===== src/rtl/sat_pkg.sv =====
// -----------------------------------------------------------------------------
// sat_pkg
// Shared types and defaults for the WalkSAT pick pipeline.
// Revision: 1.0
// -----------------------------------------------------------------------------
`default_nettype none

package sat_pkg;

  // Default configuration shared with the neighbouring pipeline stages
  localparam int DEF_NUM_LITERALS     = 3;
  localparam int DEF_NUM_CLAUSES_BITS = 5;
  localparam int DEF_VAR_BITS         = 8;
  localparam int DEF_RAND_BITS        = 8;

  // Slot index width; never narrower than one bit
  function automatic int cand_idx_bits(input int n);
    return (n <= 2) ? 1 : $clog2(n);
  endfunction

  localparam int CAND_IDX_BITS = cand_idx_bits(DEF_NUM_LITERALS);

  typedef enum logic [1:0] {
    IDLE    = 2'd0,
    COLLECT = 2'd1,
    DECIDE  = 2'd2,
    OUTPUT  = 2'd3
  } state_t;

  // One candidate record at the default widths
  typedef struct packed {
    logic [DEF_VAR_BITS-1:0]         var_idx;
    logic [DEF_NUM_CLAUSES_BITS-1:0] brk;
  } cand_t;

endpackage

`default_nettype wire


===== src/rtl/candidate_buffer.sv =====
// -----------------------------------------------------------------------------
// candidate_buffer
// Register array holding the candidates of one clause; one write port,
// one combinational read port.
// Revision: 1.0
// -----------------------------------------------------------------------------
`default_nettype none

module candidate_buffer
  import sat_pkg::*;
#(
  parameter int NUM_LITERALS     = DEF_NUM_LITERALS,
  parameter int NUM_CLAUSES_BITS = DEF_NUM_CLAUSES_BITS,
  parameter int VAR_BITS         = DEF_VAR_BITS,
  parameter int IDX_BITS         = cand_idx_bits(NUM_LITERALS)
) (
  input  logic                        clk,
  input  logic                        reset,
  input  logic                        clear,
  input  logic                        wr_en,
  input  logic [IDX_BITS-1:0]         wr_slot,
  input  logic [VAR_BITS-1:0]         wr_var,
  input  logic [NUM_CLAUSES_BITS-1:0] wr_break,
  input  logic [IDX_BITS-1:0]         rd_idx,
  output logic [VAR_BITS-1:0]         rd_var,
  output logic [NUM_CLAUSES_BITS-1:0] rd_break
);

  logic [VAR_BITS-1:0]         r_var   [NUM_LITERALS];
  logic [NUM_CLAUSES_BITS-1:0] r_break [NUM_LITERALS];

  // Slot storage: cleared on reset or abort, otherwise written per accepted beat
  always_ff @(posedge clk or negedge reset) begin
    if (!reset) begin
      for (int i = 0; i < NUM_LITERALS; i++) begin
        r_var[i]   <= '0;
        r_break[i] <= '0;
      end
    end else if (clear) begin
      for (int i = 0; i < NUM_LITERALS; i++) begin
        r_var[i]   <= '0;
        r_break[i] <= '0;
      end
    end else if (wr_en) begin
      r_var[wr_slot]   <= wr_var;
      r_break[wr_slot] <= wr_break;
    end
  end

  // Read mux; the selector only ever presents an index of a written slot
  assign rd_var   = r_var[rd_idx];
  assign rd_break = r_break[rd_idx];

endmodule

`default_nettype wire


===== src/rtl/flip_candidate_selector.sv =====
// -----------------------------------------------------------------------------
// flip_candidate_selector
// WalkSAT pick stage: collects the candidates of one unsatisfied clause and
// selects a freebie, a noise-driven random pick or the greedy minimum.
// Revision: 1.0
// -----------------------------------------------------------------------------
`default_nettype none

module flip_candidate_selector
  import sat_pkg::*;
#(
  parameter int NUM_LITERALS     = DEF_NUM_LITERALS,
  parameter int NUM_CLAUSES_BITS = DEF_NUM_CLAUSES_BITS,
  parameter int VAR_BITS         = DEF_VAR_BITS,
  parameter int RAND_BITS        = DEF_RAND_BITS
) (
  input  logic                        clk,
  input  logic                        reset,
  input  logic                        abort_i,
  input  logic                        start_i,
  input  logic [RAND_BITS-1:0]        noise_thresh_i,
  input  logic [RAND_BITS-1:0]        rand_i,
  input  logic                        cand_valid_i,
  output logic                        cand_ready_o,
  input  logic [VAR_BITS-1:0]         cand_var_i,
  input  logic [NUM_CLAUSES_BITS-1:0] cand_break_i,
  input  logic                        cand_last_i,
  output logic                        sel_valid_o,
  input  logic                        sel_ready_i,
  output logic [VAR_BITS-1:0]         sel_var_o,
  output logic [NUM_CLAUSES_BITS-1:0] sel_break_o,
  output logic                        sel_greedy_o,
  output logic                        busy_o
);

  localparam int IDX_BITS = cand_idx_bits(NUM_LITERALS);
  localparam int CNT_BITS = $clog2(NUM_LITERALS + 1);

  state_t                      r_state;
  logic [CNT_BITS-1:0]         r_count;
  logic [NUM_CLAUSES_BITS-1:0] r_min_break;
  logic [IDX_BITS-1:0]         r_min_idx;
  logic [RAND_BITS-1:0]        r_thresh;
  logic [RAND_BITS-1:0]        r_rand_a;
  logic [VAR_BITS-1:0]         r_sel_var;
  logic [NUM_CLAUSES_BITS-1:0] r_sel_break;
  logic                        r_sel_greedy;

  logic                        w_beat;
  logic                        w_final;
  logic                        w_noise;
  logic [31:0]                 w_rand_mod;
  logic [IDX_BITS-1:0]         w_sel_idx;
  logic [VAR_BITS-1:0]         w_rd_var;
  logic [NUM_CLAUSES_BITS-1:0] w_rd_break;

  assign w_beat  = (r_state == COLLECT) && cand_valid_i;
  assign w_final = cand_last_i || (r_count == CNT_BITS'(NUM_LITERALS - 1));

  // Noise only applies when no zero-break freebie exists; count is >= 1 in DECIDE
  assign w_noise    = (r_rand_a < r_thresh) && (r_min_break != '0);
  assign w_rand_mod = 32'(rand_i) % ((r_count == '0) ? 32'd1 : 32'(r_count));
  assign w_sel_idx  = w_noise ? w_rand_mod[IDX_BITS-1:0] : r_min_idx;

  candidate_buffer #(
    .NUM_LITERALS     (NUM_LITERALS),
    .NUM_CLAUSES_BITS (NUM_CLAUSES_BITS),
    .VAR_BITS         (VAR_BITS),
    .IDX_BITS         (IDX_BITS)
  ) u_buffer (
    .clk      (clk),
    .reset    (reset),
    .clear    (abort_i),
    .wr_en    (w_beat),
    .wr_slot  (r_count[IDX_BITS-1:0]),
    .wr_var   (cand_var_i),
    .wr_break (cand_break_i),
    .rd_idx   (w_sel_idx),
    .rd_var   (w_rd_var),
    .rd_break (w_rd_break)
  );

  // Control FSM with running minimum and registered selection
  always_ff @(posedge clk or negedge reset) begin
    if (!reset) begin
      r_state      <= IDLE;
      r_count      <= '0;
      r_min_break  <= '0;
      r_min_idx    <= '0;
      r_thresh     <= '0;
      r_rand_a     <= '0;
      r_sel_var    <= '0;
      r_sel_break  <= '0;
      r_sel_greedy <= 1'b0;
    end else if (abort_i) begin
      r_state      <= IDLE;
      r_count      <= '0;
      r_min_break  <= '0;
      r_min_idx    <= '0;
      r_sel_var    <= '0;
      r_sel_break  <= '0;
      r_sel_greedy <= 1'b0;
    end else begin
      case (r_state)
        IDLE: begin
          r_count     <= '0;
          r_min_break <= '0;
          r_min_idx   <= '0;
          if (start_i) begin
            r_thresh <= noise_thresh_i;
            r_rand_a <= rand_i;
            r_state  <= COLLECT;
          end
        end
        COLLECT: begin
          if (cand_valid_i) begin
            r_count <= r_count + CNT_BITS'(1);
            // Strict compare keeps the lowest slot on ties
            if ((r_count == '0) || (cand_break_i < r_min_break)) begin
              r_min_break <= cand_break_i;
              r_min_idx   <= r_count[IDX_BITS-1:0];
            end
            if (w_final) begin
              r_state <= DECIDE;
            end
          end
        end
        DECIDE: begin
          r_sel_var    <= w_rd_var;
          r_sel_break  <= w_rd_break;
          r_sel_greedy <= !w_noise;
          r_state      <= OUTPUT;
        end
        OUTPUT: begin
          if (sel_ready_i) begin
            r_state <= IDLE;
          end
        end
        default: r_state <= IDLE;
      endcase
    end
  end

  assign cand_ready_o = (r_state == COLLECT);
  assign sel_valid_o  = (r_state == OUTPUT);
  assign busy_o       = (r_state != IDLE);
  assign sel_var_o    = r_sel_var;
  assign sel_break_o  = r_sel_break;
  assign sel_greedy_o = r_sel_greedy;

endmodule

`default_nettype wire


===== config.mk =====
export PLATFORM = sky130hd
export DESIGN_NAME = flip_candidate_selector
export DESIGN_NICKNAME = d
export VERILOG_FILES = /design/src/rtl/sat_pkg.sv /design/src/rtl/candidate_buffer.sv /design/src/rtl/flip_candidate_selector.sv
export SDC_FILE = /design/constraint.sdc
export NUM_CORES = 1
export LEC_CHECK = 0
export ABC_CLOCK_PERIOD_IN_PS = 68500
export CORE_MARGIN = 5
export CORE_UTILIZATION = 50
export CTS_BUF_LIST = sky130_fd_sc_hd__clkbuf_4
export CTS_CLUSTER_SIZE = 20
export DETAILED_ROUTE_END_ITERATION = 12
export PLACE_DENSITY = 0.66
export RECOVER_POWER = 100
export SYNTH_ARGS = -nofsm -noshare
export SYNTH_HDL_FRONTEND = slang
export SYNTH_SLANG_ARGS = --single-unit

===== constraint.sdc =====
create_clock -name clk -period 68.5 [get_ports clk]
set_clock_uncertainty 0.05 [all_clocks]
set_input_delay 17.125 -clock clk [delete_from_list [all_inputs] [get_ports clk]]
set_output_delay 17.125 -clock clk [all_outputs]
set_load 0.005 [all_outputs]

==> summary.txt <==
outcome - complete, but fails checks
violations in the final reports - capacitance limit, slew limit
worst min-delay path class - reg2reg
type of element launching the critical path - flop
number of nets in the final layout - 3,575
floorplan die area - 51,700 um2
IO Count - 53
cell type contributing the most total cell area after synthesis - dfrtp_1
share of the synthesized area in the top cell type - 0.0847
instance count of the mapped netlist - 3,470
CP most frequent cell - ha_1
count of max-cap constraint violations - 2
y dimension of the die - 227 um
minimum clock period after layout - 63.59 ns
flip-flop cell with the highest count after synthesis - dfrtp_1
maximum number of pins on one net before global-route repair - 81
Power, Total - 0.829 mW
Crit path buffers/inverters - 13
worst slew margin relative to its limit - -1.79
Syn-to-layout area delta - 5.28%
logic depth of the worst register-to-register path - 231
setup slack after layout - 4.91 ns
Post-Syn Area per Cell - 6.81 um2
Synth Register Bits - 80
DP Worst Slack - 1.07 ns
number of clock sinks - 80
largest stage delay on the critical path - 0.81 ns
GR Overflow Total - 0
number of remaining DRC errors - 0
Initial Util - 0.507
arrival time at the worst endpoint - 63.85 ns
area of the mapped netlist - 23,600 um2
setup-violating endpoint count in the final report - 0
number of enable-type register cells in the synthesized netlist - 0
areal power density over the cells - 33.3 nW/um2
H-tree lvl count - 3
routed len/inst - 22.8 um
critical path start-end classification - reg2reg
Yosys Warn Count - 0
worst flop-to-flop path endpoint - sel_break_o[2]$_DFFE_PN0P_
Detail Route Antenna Nets - 0
start of the worst register-to-register path - r_count[1]$_DFFE_PN0P_
portion of the clock cycle consumed by the worst path in the final layout - 0.928
count of different cell masters after synthesis - 140
Fin Hold WS - 0.453 ns
stages on the worst setup path - 231
Fin. Hold Viols - 0
share of synthesized flip-flops with an asynchronous set or reset - 1.00
post-route core utilization - 0.533
vias in the first global route - 26,700
leakage power figure - 8.93 nW
clock buffer count from CTS - 9
Core Footprint - 46,700 um2
TritonCTS clock tree - built
highest net fanout along the worst path - 33
number of buffers added to fix hold violations after cts - 0
cell at the slowest stage of the critical path - nor3_1
floorplan row count - 79
achievable clock frequency - 15.7 MHz
global placer's final weighted congestion - 1.03
count of pins over their slew limit - 132
Clock Tree Buf Depth - 2
required time reported for the critical path endpoint - 68.76 ns
global-route wire length before repair - 146,000 um
clock latency of the later-clocked register in the worst-skew pair - 0.44 ns
drt pass-1 iters - 6
detail-routed via count per cell - 7.26
clock slew seen by the registers of the worst setup and hold paths - 0.13 ns
chip width - 227 um
Total Wirelength - 92,600 um
critical path's top delay family - simple AND/OR/NAND/NOR gates
global-route usage over all layers - 0.337
worst vdd rail ir drop - 0.0201 mV
share of layout cells above drive strength 1 - 0.0858
placed wire-length estimate after detailed placement - 73,900 um
antenna violations before repair - 1
top cells by area, synth - dfrtp_1, nor2_1, nand2_1
clock root buffer - clkbuf_4
Detailed Route Iter0 Violations - 3,829
capturing instance or port of the critical path - sel_break_o[2]$_DFFE_PN0P_
source of the critical timing path - r_count[1]$_DFFE_PN0P_
setup slack on the worst flop-to-flop path - 4.91 ns
slew at the pin with the worst max-slew slack - 4.19 ns
total of fill cells in the finished design - 4,651
CP Capture Type - flop
Vias - 29,500
sequential area share after synthesis - 0.0847
PortBufs - 52
cell usage in the layout, fill, tap and decap left out, types with 80 or more instances in the layout:
master | Yosys | final
nor2_1 | 395 | 384
nand2_1 | 381 | 381
a21oi_1 | 212 | 207
o21ai_0 | 164 | 164
nor3_1 | 163 | 159
nand3_1 | 138 | 138
xnor2_1 | 88 | 88
o211ai_1 | 82 | 82
ha_1 | 82 | 81
dfrtp_1 | 80 | 80
logic make-up after synthesis:
logic type	count (synthesis)	synth area share
compound gates	1244	0.383
xor+xnor	116	0.0447
fa+ha+maj	84	0.0447
buf+inv	197	0.0378
flops	80	0.0847
mux	71	0.0329
other cells	1	0.000159
simple gates	1677	0.372
per-stage QoR:
stage	setup TNS (ns)	std cells	cell area, um2
detailed placement	0	4046	24500
floorplan	0	3490	23700
finish	0	4069	24900
global route	-0.964	4069	24900
global placement	0	4046	24500
CTS	0	4062	24700
layout make-up:
type | count | area [um2] | area share
clock buffers | 9 | 67.6 | 0.00271
well taps | 607 | 759 | 0.0305
inverters | 70 | 263 | 0.0106
clock inverters | 7 | 78.8 | 0.00317
multi-input cells | 3213 | 21000 | 0.842
repair buffers | 82 | 748 | 0.0301
diodes | 1 | 2.50 | 0.000101
flip-flops and latches | 80 | 2000 | 0.0804
metal layers:
| metal | GRT usage | wire [um] |
|---|---|---|
| met1 | 0.480 | 40300 |
| met2 | 0.549 | 41500 |
| met3 | 0.0311 | 7680 |
| met4 | 0.0893 | 3120 |
| met5 | 0 | 0 |
flip-flops by register name, summed over array words and instances, names as in the netlist, 2 cells and up:
| signal | count |
|---|---|
| r_rand_a | 8 |
| sel_break_o | 5 |
| r_state | 2 |
| u_buffer.r_var | 24 |
| r_count | 2 |
| sel_var_o | 8 |
| r_thresh | 8 |
| u_buffer.r_break | 15 |
| r_min_idx | 2 |
| r_min_break | 5 |
cells in the mapped netlist (45+ instances only):
cell type / count
o21a_1: 70
nor2_1: 395
or2_2: 50
dfrtp_1: 80
clkbuf_1: 59
and2_1: 60
nand3_1: 138
o211ai_1: 82
nand4_1: 68
a31oi_1: 64
and3_1: 56
o21ai_0: 164
xnor2_1: 88
inv_1: 70
ha_1: 82
a21oi_1: 212
nor4_1: 52
nor3_1: 163
nand2b_1: 45
or3_1: 68
a211oi_1: 67
nand2_1: 381
timing repair:
item	CTS	global route
endpoints found under the setup margin	0	13
buffers inserted	0	6
resized for setup	0	34
tightest hold or removal path: cells and delay by family (launching register included):
| family | cells | cell delay, ns |
|---|---|---|
| compound gates | 1 | 0.06 |
| flops | 1 | 0.37 |
| simple gates | 1 | 0.05 |
worst min path at each step:
stage                                 start                 endpoint  cells after the start
finish              r_rand_a[4]$_DFFE_PN0P_  r_rand_a[4]$_DFFE_PN0P_                      2
global route        r_rand_a[4]$_DFFE_PN0P_  r_rand_a[4]$_DFFE_PN0P_                      2
CTS                 r_rand_a[4]$_DFFE_PN0P_  r_rand_a[4]$_DFFE_PN0P_                      2
detailed placement  r_rand_a[4]$_DFFE_PN0P_  r_rand_a[4]$_DFFE_PN0P_                      2
global placement    r_rand_a[4]$_DFFE_PN0P_  r_rand_a[4]$_DFFE_PN0P_                      2
floorplan           r_rand_a[0]$_DFFE_PN0P_  r_rand_a[0]$_DFFE_PN0P_                      2
report_power, final:
group | leakage [nW] | switching, mW | internal (mW)
Clock | 0.0744 | 0.0176 | 0.0115
Combinational | 7.77 | 0.494 | 0.248
Sequential | 1.08 | 0.00429 | 0.0547
Note: power is estimated with default switching activity, not from simulation.
